`src/rtl/fetch_pc_gen_if.sv`:
```
// Fetch-stage bus bundle: icache request/response channel plus the
// instruction-bundle channel towards decode. The master side is the fetch
// PC generator; the slave side is the icache/decode environment.
interface fetch_pc_gen_if;
   // icache request / response
   logic        icache_rd_o;
   logic [31:0] icache_pc_o;
   logic        icache_accept_i;
   logic        icache_valid_i;
   logic [63:0] icache_inst_i;
   logic        icache_error_i;
   logic        icache_page_fault_i;
   // bundle towards decode
   logic        fetch_valid_o;
   logic [63:0] fetch_instr_o;
   logic [31:0] fetch_pc_o;
   logic [1:0]  fetch_pred_branch_o;
   logic        fetch_fault_fetch_o;
   logic        fetch_fault_page_o;
   logic        fetch_accept_i;

   modport master (
      output icache_rd_o, icache_pc_o,
      input  icache_accept_i, icache_valid_i, icache_inst_i,
             icache_error_i, icache_page_fault_i,
      output fetch_valid_o, fetch_instr_o, fetch_pc_o, fetch_pred_branch_o,
             fetch_fault_fetch_o, fetch_fault_page_o,
      input  fetch_accept_i
   );

   modport slave (
      input  icache_rd_o, icache_pc_o,
      output icache_accept_i, icache_valid_i, icache_inst_i,
             icache_error_i, icache_page_fault_i,
      input  fetch_valid_o, fetch_instr_o, fetch_pc_o, fetch_pred_branch_o,
             fetch_fault_fetch_o, fetch_fault_page_o,
      output fetch_accept_i
   );
endinterface

```
`src/rtl/fetch_pc_gen.sv`:
```
// Fetch PC generator: issues one 64-bit aligned icache read at a time,
// forwards the returned instruction pair to decode through a one-entry skid
// buffer, and handles redirects by dropping stale responses.
// Optional feature: define FETCH_BPRED_EN to follow the branch predictor's
// next PC and taken flags; otherwise fetch is purely sequential.
module fetch_pc_gen #(
   parameter logic [31:0] BOOT_VECTOR = 32'h80000000
) (
   input  logic                  clk_i,
   input  logic                  rst_n,
   input  logic                  branch_request_i,
   input  logic [31:0]           branch_pc_i,
   input  logic [31:0]           next_pc_f_i,
   input  logic [1:0]            next_taken_f_i,
   output logic [31:0]           pc_f_o,
   output logic                  pc_accept_o,
   fetch_pc_gen_if.master        bus
);

   logic        active_q;
   logic        outstanding_q;
   logic        discard_q;
   logic [31:0] pc_q;
   logic [31:0] pend_pc_q;
   logic [1:0]  pend_pred_q;

   logic        skid_valid_q;
   logic [63:0] skid_instr_q;
   logic [31:0] skid_pc_q;
   logic [1:0]  skid_pred_q;
   logic        skid_err_q;
   logic        skid_pf_q;

   logic        resp_valid;
   logic        resp_live;
   logic        skid_fill;
   logic        rd;
   logic        accept;
   logic [31:0] next_pc;
   logic [1:0]  next_pred;

   // A response only counts when it answers a request issued since reset;
   // anything else belongs to a request abandoned by reset.
   assign resp_valid = bus.icache_valid_i & outstanding_q;
   assign resp_live  = resp_valid & ~discard_q & ~branch_request_i;
   assign skid_fill  = resp_live & ~bus.fetch_accept_i;

   // Stall while the skid holds a bundle, and also in the cycle it is being
   // filled, otherwise the following response would find the skid occupied.
   assign rd     = active_q & ~skid_valid_q & ~skid_fill
                 & ~(outstanding_q & ~bus.icache_valid_i) & ~branch_request_i;
   assign accept = rd & bus.icache_accept_i;

`ifdef FETCH_BPRED_EN
   assign next_pc   = next_pc_f_i;
   assign next_pred = next_taken_f_i;
`else
   logic unused_pred;
   assign next_pc     = {pc_q[31:3] + 29'd1, 3'b000};
   assign next_pred   = 2'b00;
   assign unused_pred = ^{next_pc_f_i, next_taken_f_i};
`endif

   assign pc_f_o          = pc_q;
   assign pc_accept_o     = accept;
   assign bus.icache_rd_o = rd;
   assign bus.icache_pc_o = {pc_q[31:3], 3'b000};

   // Request bookkeeping: start-up, single outstanding request, discard flag.
   // NOTE: state registers use non-blocking assignments so every flop samples
   // the pre-edge values of its neighbours, regardless of statement order.
   always_ff @(posedge clk_i or negedge rst_n) begin
      if (!rst_n) begin
         active_q      <= 1'b0;
         outstanding_q <= 1'b0;
         discard_q     <= 1'b0;
      end else begin
         active_q <= 1'b1;
         if (accept)
            outstanding_q <= 1'b1;
         else if (resp_valid)
            outstanding_q <= 1'b0;
         if (branch_request_i && outstanding_q && !resp_valid)
            discard_q <= 1'b1;
         else if (resp_valid)
            discard_q <= 1'b0;
      end
   end

   // Fetch PC and the pending copy of the request currently in flight.
   always_ff @(posedge clk_i or negedge rst_n) begin
      if (!rst_n) begin
         pc_q        <= BOOT_VECTOR;
         pend_pc_q   <= 32'h0;
         pend_pred_q <= 2'b00;
      end else begin
         if (branch_request_i)
            pc_q <= branch_pc_i;
         else if (accept)
            pc_q <= next_pc;
         if (accept) begin
            pend_pc_q   <= pc_q;
            pend_pred_q <= next_pred;
         end
      end
   end

   // Skid buffer: holds a response that decode could not take this cycle.
   always_ff @(posedge clk_i or negedge rst_n) begin
      if (!rst_n) begin
         skid_valid_q <= 1'b0;
         skid_instr_q <= 64'h0;
         skid_pc_q    <= 32'h0;
         skid_pred_q  <= 2'b00;
         skid_err_q   <= 1'b0;
         skid_pf_q    <= 1'b0;
      end else if (branch_request_i) begin
         skid_valid_q <= 1'b0;
      end else if (skid_fill) begin
         skid_valid_q <= 1'b1;
         skid_instr_q <= bus.icache_inst_i;
         skid_pc_q    <= pend_pc_q;
         skid_pred_q  <= pend_pred_q;
         skid_err_q   <= bus.icache_error_i;
         skid_pf_q    <= bus.icache_page_fault_i;
      end else if (bus.fetch_accept_i) begin
         skid_valid_q <= 1'b0;
      end
   end

   // Bundle towards decode: skid first, else the live response, else zeros.
   // NOTE: every output gets a default first so no path can infer a latch.
   always_comb begin
      bus.fetch_valid_o       = skid_valid_q | resp_live;
      bus.fetch_instr_o       = 64'h0;
      bus.fetch_pc_o          = 32'h0;
      bus.fetch_pred_branch_o = 2'b00;
      bus.fetch_fault_fetch_o = 1'b0;
      bus.fetch_fault_page_o  = 1'b0;
      if (skid_valid_q) begin
         bus.fetch_instr_o       = skid_instr_q;
         bus.fetch_pc_o          = skid_pc_q;
         bus.fetch_pred_branch_o = skid_pred_q;
         bus.fetch_fault_fetch_o = skid_err_q;
         bus.fetch_fault_page_o  = skid_pf_q;
      end else if (resp_live) begin
         bus.fetch_instr_o       = bus.icache_inst_i;
         bus.fetch_pc_o          = pend_pc_q;
         bus.fetch_pred_branch_o = pend_pred_q;
         bus.fetch_fault_fetch_o = bus.icache_error_i;
         bus.fetch_fault_page_o  = bus.icache_page_fault_i;
      end
   end

endmodule
```
`src/flat_wrapper.sv`:
```
// flat-port wrapper written by rule: the top's interface ports become plain ports
module fetch_pc_gen_flat 
#(
   parameter logic [31:0] BOOT_VECTOR = 32'h80000000
)
  (clk_i, rst_n, branch_request_i, branch_pc_i, next_pc_f_i, next_taken_f_i, pc_f_o, pc_accept_o, bus_icache_rd_o, bus_icache_pc_o, bus_icache_accept_i, bus_icache_valid_i, bus_icache_inst_i, bus_icache_error_i, bus_icache_page_fault_i, bus_fetch_valid_o, bus_fetch_instr_o, bus_fetch_pc_o, bus_fetch_pred_branch_o, bus_fetch_fault_fetch_o, bus_fetch_fault_page_o, bus_fetch_accept_i);
  fetch_pc_gen_if bus_i ();
  input  logic clk_i;
  input  logic rst_n;
  input  logic branch_request_i;
  input  logic [31:0] branch_pc_i;
  input  logic [31:0] next_pc_f_i;
  input  logic [1:0] next_taken_f_i;
  output logic [31:0] pc_f_o;
  output logic pc_accept_o;
  output wire logic [$bits(bus_i.icache_rd_o)-1:0] bus_icache_rd_o;
  output wire logic [$bits(bus_i.icache_pc_o)-1:0] bus_icache_pc_o;
  input wire logic [$bits(bus_i.icache_accept_i)-1:0] bus_icache_accept_i;
  input wire logic [$bits(bus_i.icache_valid_i)-1:0] bus_icache_valid_i;
  input wire logic [$bits(bus_i.icache_inst_i)-1:0] bus_icache_inst_i;
  input wire logic [$bits(bus_i.icache_error_i)-1:0] bus_icache_error_i;
  input wire logic [$bits(bus_i.icache_page_fault_i)-1:0] bus_icache_page_fault_i;
  output wire logic [$bits(bus_i.fetch_valid_o)-1:0] bus_fetch_valid_o;
  output wire logic [$bits(bus_i.fetch_instr_o)-1:0] bus_fetch_instr_o;
  output wire logic [$bits(bus_i.fetch_pc_o)-1:0] bus_fetch_pc_o;
  output wire logic [$bits(bus_i.fetch_pred_branch_o)-1:0] bus_fetch_pred_branch_o;
  output wire logic [$bits(bus_i.fetch_fault_fetch_o)-1:0] bus_fetch_fault_fetch_o;
  output wire logic [$bits(bus_i.fetch_fault_page_o)-1:0] bus_fetch_fault_page_o;
  input wire logic [$bits(bus_i.fetch_accept_i)-1:0] bus_fetch_accept_i;
  assign bus_icache_rd_o = bus_i.icache_rd_o;
  assign bus_icache_pc_o = bus_i.icache_pc_o;
  assign bus_i.icache_accept_i = bus_icache_accept_i;
  assign bus_i.icache_valid_i = bus_icache_valid_i;
  assign bus_i.icache_inst_i = bus_icache_inst_i;
  assign bus_i.icache_error_i = bus_icache_error_i;
  assign bus_i.icache_page_fault_i = bus_icache_page_fault_i;
  assign bus_fetch_valid_o = bus_i.fetch_valid_o;
  assign bus_fetch_instr_o = bus_i.fetch_instr_o;
  assign bus_fetch_pc_o = bus_i.fetch_pc_o;
  assign bus_fetch_pred_branch_o = bus_i.fetch_pred_branch_o;
  assign bus_fetch_fault_fetch_o = bus_i.fetch_fault_fetch_o;
  assign bus_fetch_fault_page_o = bus_i.fetch_fault_page_o;
  assign bus_i.fetch_accept_i = bus_fetch_accept_i;
  fetch_pc_gen #(.BOOT_VECTOR(BOOT_VECTOR)) u_core (.clk_i(clk_i), .rst_n(rst_n), .branch_request_i(branch_request_i), .branch_pc_i(branch_pc_i), .next_pc_f_i(next_pc_f_i), .next_taken_f_i(next_taken_f_i), .pc_f_o(pc_f_o), .pc_accept_o(pc_accept_o), .bus(bus_i));
endmodule
```
`config.mk`:
```
export PLATFORM = sky130hd
export DESIGN_NAME = fetch_pc_gen_flat
export DESIGN_NICKNAME = d
export VERILOG_FILES = /design/src/rtl/fetch_pc_gen_if.sv /design/src/rtl/fetch_pc_gen.sv /design/src/flat_wrapper.sv
export SDC_FILE = /design/constraint.sdc
export NUM_CORES = 1
export LEC_CHECK = 0
export CORE_ASPECT_RATIO = 1.5
export CORE_MARGIN = 1.5
export CORE_UTILIZATION = 25
export DETAILED_ROUTE_END_ITERATION = 16
export GPL_TIMING_DRIVEN = 0
export PLACE_DENSITY = 0.48
export REMOVE_ABC_BUFFERS = 1
export SLEW_MARGIN = 20
export SYNTH_ARGS = -nofsm -noshare
export SYNTH_HDL_FRONTEND = slang
export SYNTH_SLANG_ARGS = --single-unit
```
`constraint.sdc`:
```
create_clock -name clk_i -period 2.7 [get_ports clk_i]
set_input_delay 0.54 -clock clk_i [delete_from_list [all_inputs] [get_ports clk_i]]
set_output_delay 0.54 -clock clk_i [all_outputs]
set_load 0.02 [all_outputs]
```
Word level (Yosys, flattened, before mapping)

Cells that the tools add are included.

Bits in registers: 166
Latch bits: 0
Memory bits (writable): 0
Bits in read-only memories: 0
Bits of input ports: 138
Output and inout bits: 167
Memories: 0

Add/subtract/negate cells: 1
Multiply operators: 0
Divide/modulo/power cells: 0
Magnitude comparators: 0
Equality and inequality tests: 0
Shift-type cells: 0
Mux-type cells: 16
Bitwise gates (word level): 18
Reduce and logical (&&, ||, !) cells: 8

Operator list:

| operator                | count |
|---|---|
| $mux W32                | 4 |
| $mux W64                | 2 |
| $add A29 B1 Y29 const B | 1 |
| $and A1 B1 Y1           | 10 |
| $mux W1                 | 10 |
| $not A1 Y1              | 7 |
| $reduce_bool A2 Y1      | 3 |
| $reduce_bool A3 Y1      | 1 |
| $logic_and A1 B1 Y1     | 2 |
| $reduce_and A2 Y1       | 1 |
| $logic_not A1 Y1        | 1 |
| $or A1 B1 Y1            | 1 |

Longest topological paths before layout

Gate-level depths: netlist of run 1.

Depth in word-level cells: 11
Depth in mapped cells: 9
Gate-level depth less buffers: 5

Least setup slack after synthesis of run 1

No wires, ideal clock.

Path kind: input -> output
Start: in branch_request_i
End: out bus_fetch_pc_o[11]
Arrival: 1.977 ns
Required time: 2.160 ns
Path slack: 0.183 ns
Stages: 6
Buffers on the path: 3
Path through: clkbuf_1 > nand4bb_4 > nor2_1 > buf_2 > buf_1 > a22o_1

Cells in the longest elaborated chain, start to end: 4

Ends and longest elaborated chain:

| what          | line                | source |
|---|---|---|
| from (decl)   | flat_wrapper.sv:10  | `input logic branch_request_i;` |
| $not A1 Y1    | fetch_pc_gen.sv:45  | `assign resp_live = resp_valid & ~discard_q & ~branch_request_i;` |
| $and A1 B1 Y1 | fetch_pc_gen.sv:45  |  |
| $mux W32      | fetch_pc_gen.sv:146 | `end else if (resp_live) begin` |
| $mux W32      | fetch_pc_gen.sv:140 | `if (skid_valid_q) begin` |
| to (decl)     | flat_wrapper.sv:25  | `output wire logic [$bits(bus_i.fetch_pc_o)-1:0] bus_fetch_pc_o;` |

Every way passes these cells.

Worst setup path in the final report of run 1

Start: in branch_request_i
End: out pc_accept_o

Cells in the longest elaborated chain, start to end: 8

Ends and longest elaborated chain:

| what            | line                                   | source |
|---|---|---|
| $not A1 Y1 *    | fetch_pc_gen.sv:45, fetch_pc_gen.sv:51 |  |
| $and A1 B1 Y1   | fetch_pc_gen.sv:45                     |  |
| $and A1 B1 Y1   | fetch_pc_gen.sv:46                     | `assign skid_fill = resp_live & ~bus.fetch_accept_i;` |
| $not A1 Y1      | fetch_pc_gen.sv:50                     | `assign rd = active_q & ~skid_valid_q & ~skid_fill` |
| $and A1 B1 Y1   | fetch_pc_gen.sv:50                     |  |
| $and A1 B1 Y1   | fetch_pc_gen.sv:51                     | `& ~(outstanding_q & ~bus.icache_valid_i) & ~branch_request_i;` |
| $and A1 B1 Y1 * | fetch_pc_gen.sv:51                     |  |
| $and A1 B1 Y1 * | fetch_pc_gen.sv:52                     | `assign accept = rd & bus.icache_accept_i;` |
| to (decl)       | flat_wrapper.sv:15                     | `output logic pc_accept_o;` |

Mark *: on every way between the ends. The rest lies on a longest branch, timed or not.

==> results.md, run 1 <==
* CTS tree: done
* Clk_skew at around 0.009 ns
* Final Hold Vio Count at 0
* Cts hold-fix bufs at 0
* Most numerous cell in the Yosys netlist: dfrtp_1
* Max Used Layer: met4
* Share of cells above drive strength 1 at 0.2683
* CP max FO at 28
* Area fraction of the dominant cell type after synthesis at 0.4992
* CTS Buf Count at 17
* Final instance area at 12,120 sq um
* Pleak at between 5 and 6 nW
* Area growth syn-to-layout at 46.57%
* EDFF count, synth at 0
* Met1 WL at roughly 12,000 um
* Post-synthesis sequential area ratio at 0.5024
* Final Max Tran Viols at 0
* Initial Utilization at 0.2534
* Drt pass-1 iters at 5
* Wire length on met2 at 15,100 um
* Tmin final at 2.640 ns
* # DRC at 0
* #FFs+latches synth at 166
* Starting DRT DRC Count at 287
* Largest net degree at the start of global routing at 86
* Yosys cell types at ~50
* Slew HR at 0.5030
* Final WL at between 20,000 and 30,000 um
* Core area at 32,630 sq um
* # rows at 81
* Startpoint types: primary input
* Top Ports at 305
* Max_cap viols at 0
* Finished Core Util at 0.3714
* WL per Instance at 20.06 um
* Die X at 151.5 um
* Initial antenna violation count at 1
* Post-synth top cells: 165 x dfrtp_1, 123 x nand2_1, 101 x mux2_2
* Vias post-DR at 6,851
* Slew of the pin with the lowest slew margin at 0.7454 ns
* Clock-pin slew on the worst setup and hold paths at ~0.07 ns
* Final setup fails at 0
* Power Total at 7.621 mW
* Vias in the first global route at 6,825
* Gate Count Post-Synth at 745
* DP Cell Count at 1,354
* CTS HTree Levels at 4
* Worst Path Arrival at roughly 2.1 ns
* Number of I/O port buffers at roughly 270
* Post-synth top area cell: dfrtp_1
* VDD IR-drop max at 0.3925 mV
* RePlAce Congestion at 0.6934
* Synth warn at 0
* Root Driver: clkbuf_16
* R2r setup slk at 0.30 ns
* R2R depth at 5
* Worst skew pair latency at around 0.45 ns
* Setup ws final at ~0.06 ns
* Hold WS at around 0.08 ns
* Final period util at 0.9777
* DP Wirelength at 18,100 um
* WP data required at 2.16 ns
* Syn avg cell area at 11.10 sq um
* GR Util All Layers at 0.1665
* Top_reg_cell synth: dfrtp_1
* Ranking of synthesized cells by area: dfrtp_1 50%, mux2_2 14%, a22o_1 10%
* Final net count at ~1,100
* Sink Count at between 150 and 200
* DR vias/cell at 4.855
* Detail Route Antenna Nets at 0
* Netlist Area Pre-Place at 8270 sq um
* CTS max path bufs at 2
* Layout Cells excl Fill at 1,411
* Worst setup EP type: output port
* WS Path Type: primary input to output port
* Setup TNS at 0 ns
* Die area at 34,200 sq um
* First-pass GRT wire length at between 40,000 and 50,000 um
* Met3 wire len at approximately 1300 um
* Hold Path Class: primary input to async pin
* RSZ-0062 raised after global routing: false
* Die Height at around 230 um
* Grt ovf at 0
* Max Freq at approximately 380 MHz
* Post-synthesis async set-or-reset flop share at 1.000
* PwrDens at 628.7 nW/um^2
* Status: finished, final reports clean
* Pre-CTS WS at -1.113 ns
* DP Area at 11,340 sq um
==> flip-flops by register name (all words and copies together), names as in the netlist <==
register / count
u_core.skid_valid_q: 1
u_core.skid_pc_q: 32
u_core.skid_instr_q: 64
u_core.outstanding_q: 1
u_core.skid_pf_q: 1
u_core.pend_pc_q: 32
u_core.pc_f_o: 32
u_core.active_q: 1
u_core.skid_err_q: 1
u_core.discard_q: 1
==> area by class of cell <==
cell class / instances / area (sq um)
timing repair inverter: 1 / 8.758
sequential: 166 / 4159
fill: 3287 / 20510
inverter: 6 / 38.79
clock inverter: 12 / 176.4
timing repair buffer: 302 / 3115
tap: 415 / 519.2
clock buffer: 20 / 456.7
antenna: 1 / 2.502
multi-input combinational: 488 / 3645
==> kinds of logic (layout without fill, tap and decap cells) <==
kind of cell,Yosys count,in the layout,share of synthesized area
AOI/OAI and AO/OA,153,154,0.1564
adders and majority gates,1,1,0.001513
buffers and inverters,96,341,0.06309
DFF,166,166,0.5024
muxes,112,112,0.1511
other,2,7,0.0009081
and+or+nand+nor,215,215,0.1245
==> power breakdown <==
group	internal, mW	switching (mW)	total [mW]
Sequential	3.07	0.413	3.48
Combinational	0.834	0.631	1.47
Clock	1.60	1.08	2.67
==> metal layers <==
| layer | GRT usage | vias to the layer above |
|---|---|---|
| met3 | 0.02525 | 16 |
| met2 | 0.3037 | 191 |
| met5 | 0 | - |
| met4 | 0.06203 | 0 |
| met1 | 0.1931 | 3449 |
| li1 | - | 3195 |
==> cells in the final DEF, fill, tap and decap left out, types with 7 or more instances in the layout <==
cell type          n
a221o_1           11
a22o_1            99
and2_1             7
buf_16             8
buf_2             19
buf_4             15
clkbuf_16         18
clkbuf_2          27
clkdlybuf4s15_1   11
clkdlybuf4s15_2   33
clkdlybuf4s50_1  162
dfrtp_1          164
dlygate4sd2_1      9
mux2_2           101
mux2i_1            9
nand2_1          123
nand3_1           16
nand4_1           13
nor2_1             9
nor3_1            14
o21ai_0            9
o311ai_0           7
==> critical path: stages <==
cell	delay (ns)
buf_6	0.15
buf_12	0.17
nand4bb_4	0.24
buf_4	0.18
o211ai_4	0.22
clkbuf_16	0.22
inv_16	0.08
clkdlybuf4s15_2	0.26
==> what timing repair did <==
action | 4_1_cts | 5_1_grt
setup buffers | 14 | 4
gates cloned | 6 | 0
gates resized for setup | 259 | 44
pin swaps | 4 | 1
endpoints found under the setup margin | 126 | 69
==> path summary, 6_finish.rpt <==
check,start,endpoint
setup / recovery,branch_request_i,pc_accept_o
hold reg to reg,u_core.pend_pc_q[18],u_core.pend_pc_q[18]
min in group clk_i,branch_request_i,u_core.skid_valid_q
setup reg to reg,u_core.pc_f_o[3],u_core.pc_f_o[25]
hold / removal,rst_n,u_core.pc_f_o[1]
max in group asynchronous,rst_n,u_core.pend_pc_q[27]
Power figures use the tool's default switching activity.
==> run 2, diff against run 1 <==
Settings changed: CORE_UTILIZATION 25 to 45, PLACE_DENSITY 0.48 to 0.79.
==> results.md, run 2 (synthesis gave the netlist of run 1 again) <==
* Status: finished, final reports clean
* DP Area at 11,060 sq um (-2.5%)
* CTS Buf Count at 17 (unchanged)
* First-pass GRT wire length at 38,090 um (-9.7%)
* PwrDens at 628.7 nW/um^2 (about the same)
* CP top delay family: buffers and inverters
* Top Ports at 305 (unchanged)
* Max_cap viols at 0 (unchanged)
* Starting DRT DRC Count at 372 (+30%)
* Hold Path Class: primary input to async pin
* Logic pwr share at 0.200 (+0.008)
* Drt pass-1 iters at 5 (unchanged)
* Number of I/O port buffers at 265 (unchanged)
* Setup TNS at 0 ns (unchanged)
* Largest net degree at the start of global routing at 95 (+10%)
* Crit-path most repeated cell: buf_4
* Slew of the pin with the lowest slew margin at 0.6150 ns (-0.1304 ns)
* R2r startpoint: u_core.pc_f_o[3]
* Sw Share at 0.2844 (+0.006316)
* DP Wirelength at 15,440 um (-15%)
* Clock-pin slew on the worst setup and hold paths at 0.07 ns (about the same)
* Worst Path Arrival at 2.08 ns (-0.02 ns)
* Core area at 17,940 sq um (-45%)
* Initial Utilization at 0.4609 (+0.2075)
* Hold WS at 0.4815 ns (+0.4038 ns)
* Largest register by flop count: u_core.skid_instr_q
* Slowest library cell on the worst path: dfrtp_1
* CTS HTree Levels at 4 (unchanged)
* GR Util All Layers at 0.2541 (+0.08764)
* Area growth syn-to-layout at 42.72%
* Final setup fails at 0 (unchanged)
* Met3 wire len at 1394 um (+11%)
* DR vias/cell at 5.823 (+20%)
* Final Max Tran Viols at 0 (unchanged)
* VDD IR-drop max at 0.4075 mV (+3.8%)
* CP max FO at 14 (-50%)
* Internal at 5.310 mW (-3.5%)
* Die Height at 169.0 um (-25%)
* Met1 WL at 9276 um (-20%)
* Grt ovf at 0 (unchanged)
* Max Used Layer: met4
* Wire length on met2 at 13,340 um (-12%)
* Die X at 113.7 um (-25%)
* Leading cell type in the layout, fill and taps excluded: dfrtp_1
* CTS max path bufs at 2 (unchanged)
* Most frequent cells in the layout: 164 x dfrtp_1, 163 x clkdlybuf4s50_1, 123 x nand2_1, 101 x mux2_2, 98 x a22o_1
* Vias in the first global route at 7,151 (+4.8%)
* R2R depth at 5 (unchanged)
* Tmin final at 2.625 ns (-0.01500 ns)
* RePlAce Congestion at 0.7683 (+11%)
* Worst setup path endpoint: pc_accept_o
* Part of the power in the clock network at 0.329 (-0.022)
* Worst setup EP type: output port
* RSZ-0062 raised after global routing: true
* Finished Core Util at 0.6579 (+0.2864)
* R2r setup slk at 0.33 ns (+0.03 ns)
* # DRC at 0 (unchanged)
* Startpoint types: flip-flop
* Worst skew pair latency at 0.43 ns (-0.02 ns)
* Number of diodes at 0 (-1)
* CTS tree: done
* WP data required at 2.16 ns (about the same)
* Cell Chain, Critical Path: nand4bb_4, buf_4, buf_4, o211ai_4, clkbuf_16, clkinv_16, buf_4
* WL per Instance at 20.54 um (+2.4%)
* Share of cells above drive strength 1 at 0.2505 (-0.01784)
* Final period util at 0.9721 (-0.005554)
* Vias post-DR at 7,098 (+3.6%)
* Pleak at 5.406 nW (+2.0%)
* Initial antenna violation count at 0 (-1)
* Final net count at 1,128 (+0.62%)
* Sink Count at 166 (unchanged)
* Crit path buffers/inverters at 5 (-1)
* Root Driver: clkbuf_16
* Levels on crit path at 7 (-1)
* Share of total power in sequential cells at 0.471 (+0.014)
* Final instance area at 11,800 sq um (-2.6%)
* Final WL at 25,040 um (-12%)
* WS Path Type: flip-flop to output port
* # rows at 60 (-26%)
* Die area at 19,220 sq um (-44%)
* Net switching power at 2.111 mW (-0.42%)
* Final Hold Vio Count at 0 (unchanged)
* Detail Route Antenna Nets at 0 (unchanged)
* Fillers at 1,405 (-57%)
* Max Freq at 381.0 MHz (+0.57%)
* Worst r2r dst: u_core.pc_f_o[25]
* Max reg flops at 64 (unchanged)
* Slew HR at 0.5888 (+0.08574)
* Setup crit start: u_core.discard_q
* Crit-path max cell delay at 0.39 ns (+0.13 ns)
* Clk_skew at 0.01073 ns (+0.001984 ns)
## run 2: what timing repair did
item / CTS / global route
pin swaps: 4 / 3
endpoints found under the hold margin: 3 / 0
gates resized for setup: 288 / 24
hold buffers: 1 / 0
cloned: 4 / 4
setup buffers: 16 / 9
endpoints found under the setup margin: 121 / 63
## run 2: power by group through the flow
| stage | registers [mW] | logic, mW | clock network (mW) |
|---|---|---|---|
| after CTS | 3.48 | 1.47 | 2.49 |
| after floorplan | 3.53 | 0.711 | 0 |
| final | 3.49 | 1.49 | 2.44 |
| after detailed placement | 3.53 | 1.45 | 0 |
| after global routing | 3.57 | 1.60 | 2.60 |
| after global placement | 3.49 | 1.38 | 0 |
## run 2: through the flow
step / instances / setup WS (ns) / total power, mW
after floorplan: 659 / -3.422 / 4.240
after global placement: 1141 / -7.691 / 4.877
after detailed placement: 1154 / -1.100 / 4.979
after CTS: 1207 / -0.04089 / 7.442
after global routing: 1219 / -0.002188 / 7.775
final: 1219 / 0.07532 / 7.421
## run 2: final cells by class
class | instances | area, sq um | share of cell area
Clock buffer | 20 | 446.7 | 0.03784
Clock inverter | 12 | 145.1 | 0.01230
Inverter | 6 | 48.80 | 0.004134
Multi-Input combinational cell | 488 | 3654 | 0.3095
Sequential cell | 166 | 4159 | 0.3523
Tap cell | 217 | 271.5 | 0.02300
Timing Repair Buffer | 308 | 3057 | 0.2590
Timing Repair inverter | 2 | 22.52 | 0.001908
## run 2: worst register-to-register path: stages, from the launching register on
cell and delay [ns]:
dfrtp_1 0.50, ha_1 0.29, nand4_1 0.17, or4_1 0.72, or4_1 0.54, nand3_1 0.10
## run 2: worst min-delay path by stage
stage / startpoint / endpoint / slack, ns / cells after the start
2_1_floorplan: rst_n / u_core.active_q / 0.24 / 0
3_3_place_gp: u_core.pend_pc_q[6] / u_core.pend_pc_q[6] / 0.48 / 2
3_5_place_dp: rst_n / u_core.active_q / 0.32 / 1
4_1_cts: rst_n / u_core.active_q / 0.46 / 2
5_1_grt: rst_n / u_core.outstanding_q / 0.47 / 2
6_report: rst_n / u_core.outstanding_q / 0.48 / 2
## run 2: routing by layer
metal / track usage / up-vias
li1: - / 3213
met5: 0 / -
met4: 0.1266 / 0
met1: 0.2852 / 3494
met3: 0.05013 / 82
met2: 0.4550 / 309
==> run 3, diff against run 2 <==
Settings changed: ABC_AREA set to 0.
==> results of run 3 <==
Final layout, timing and power as in run 2 (identical DEF).
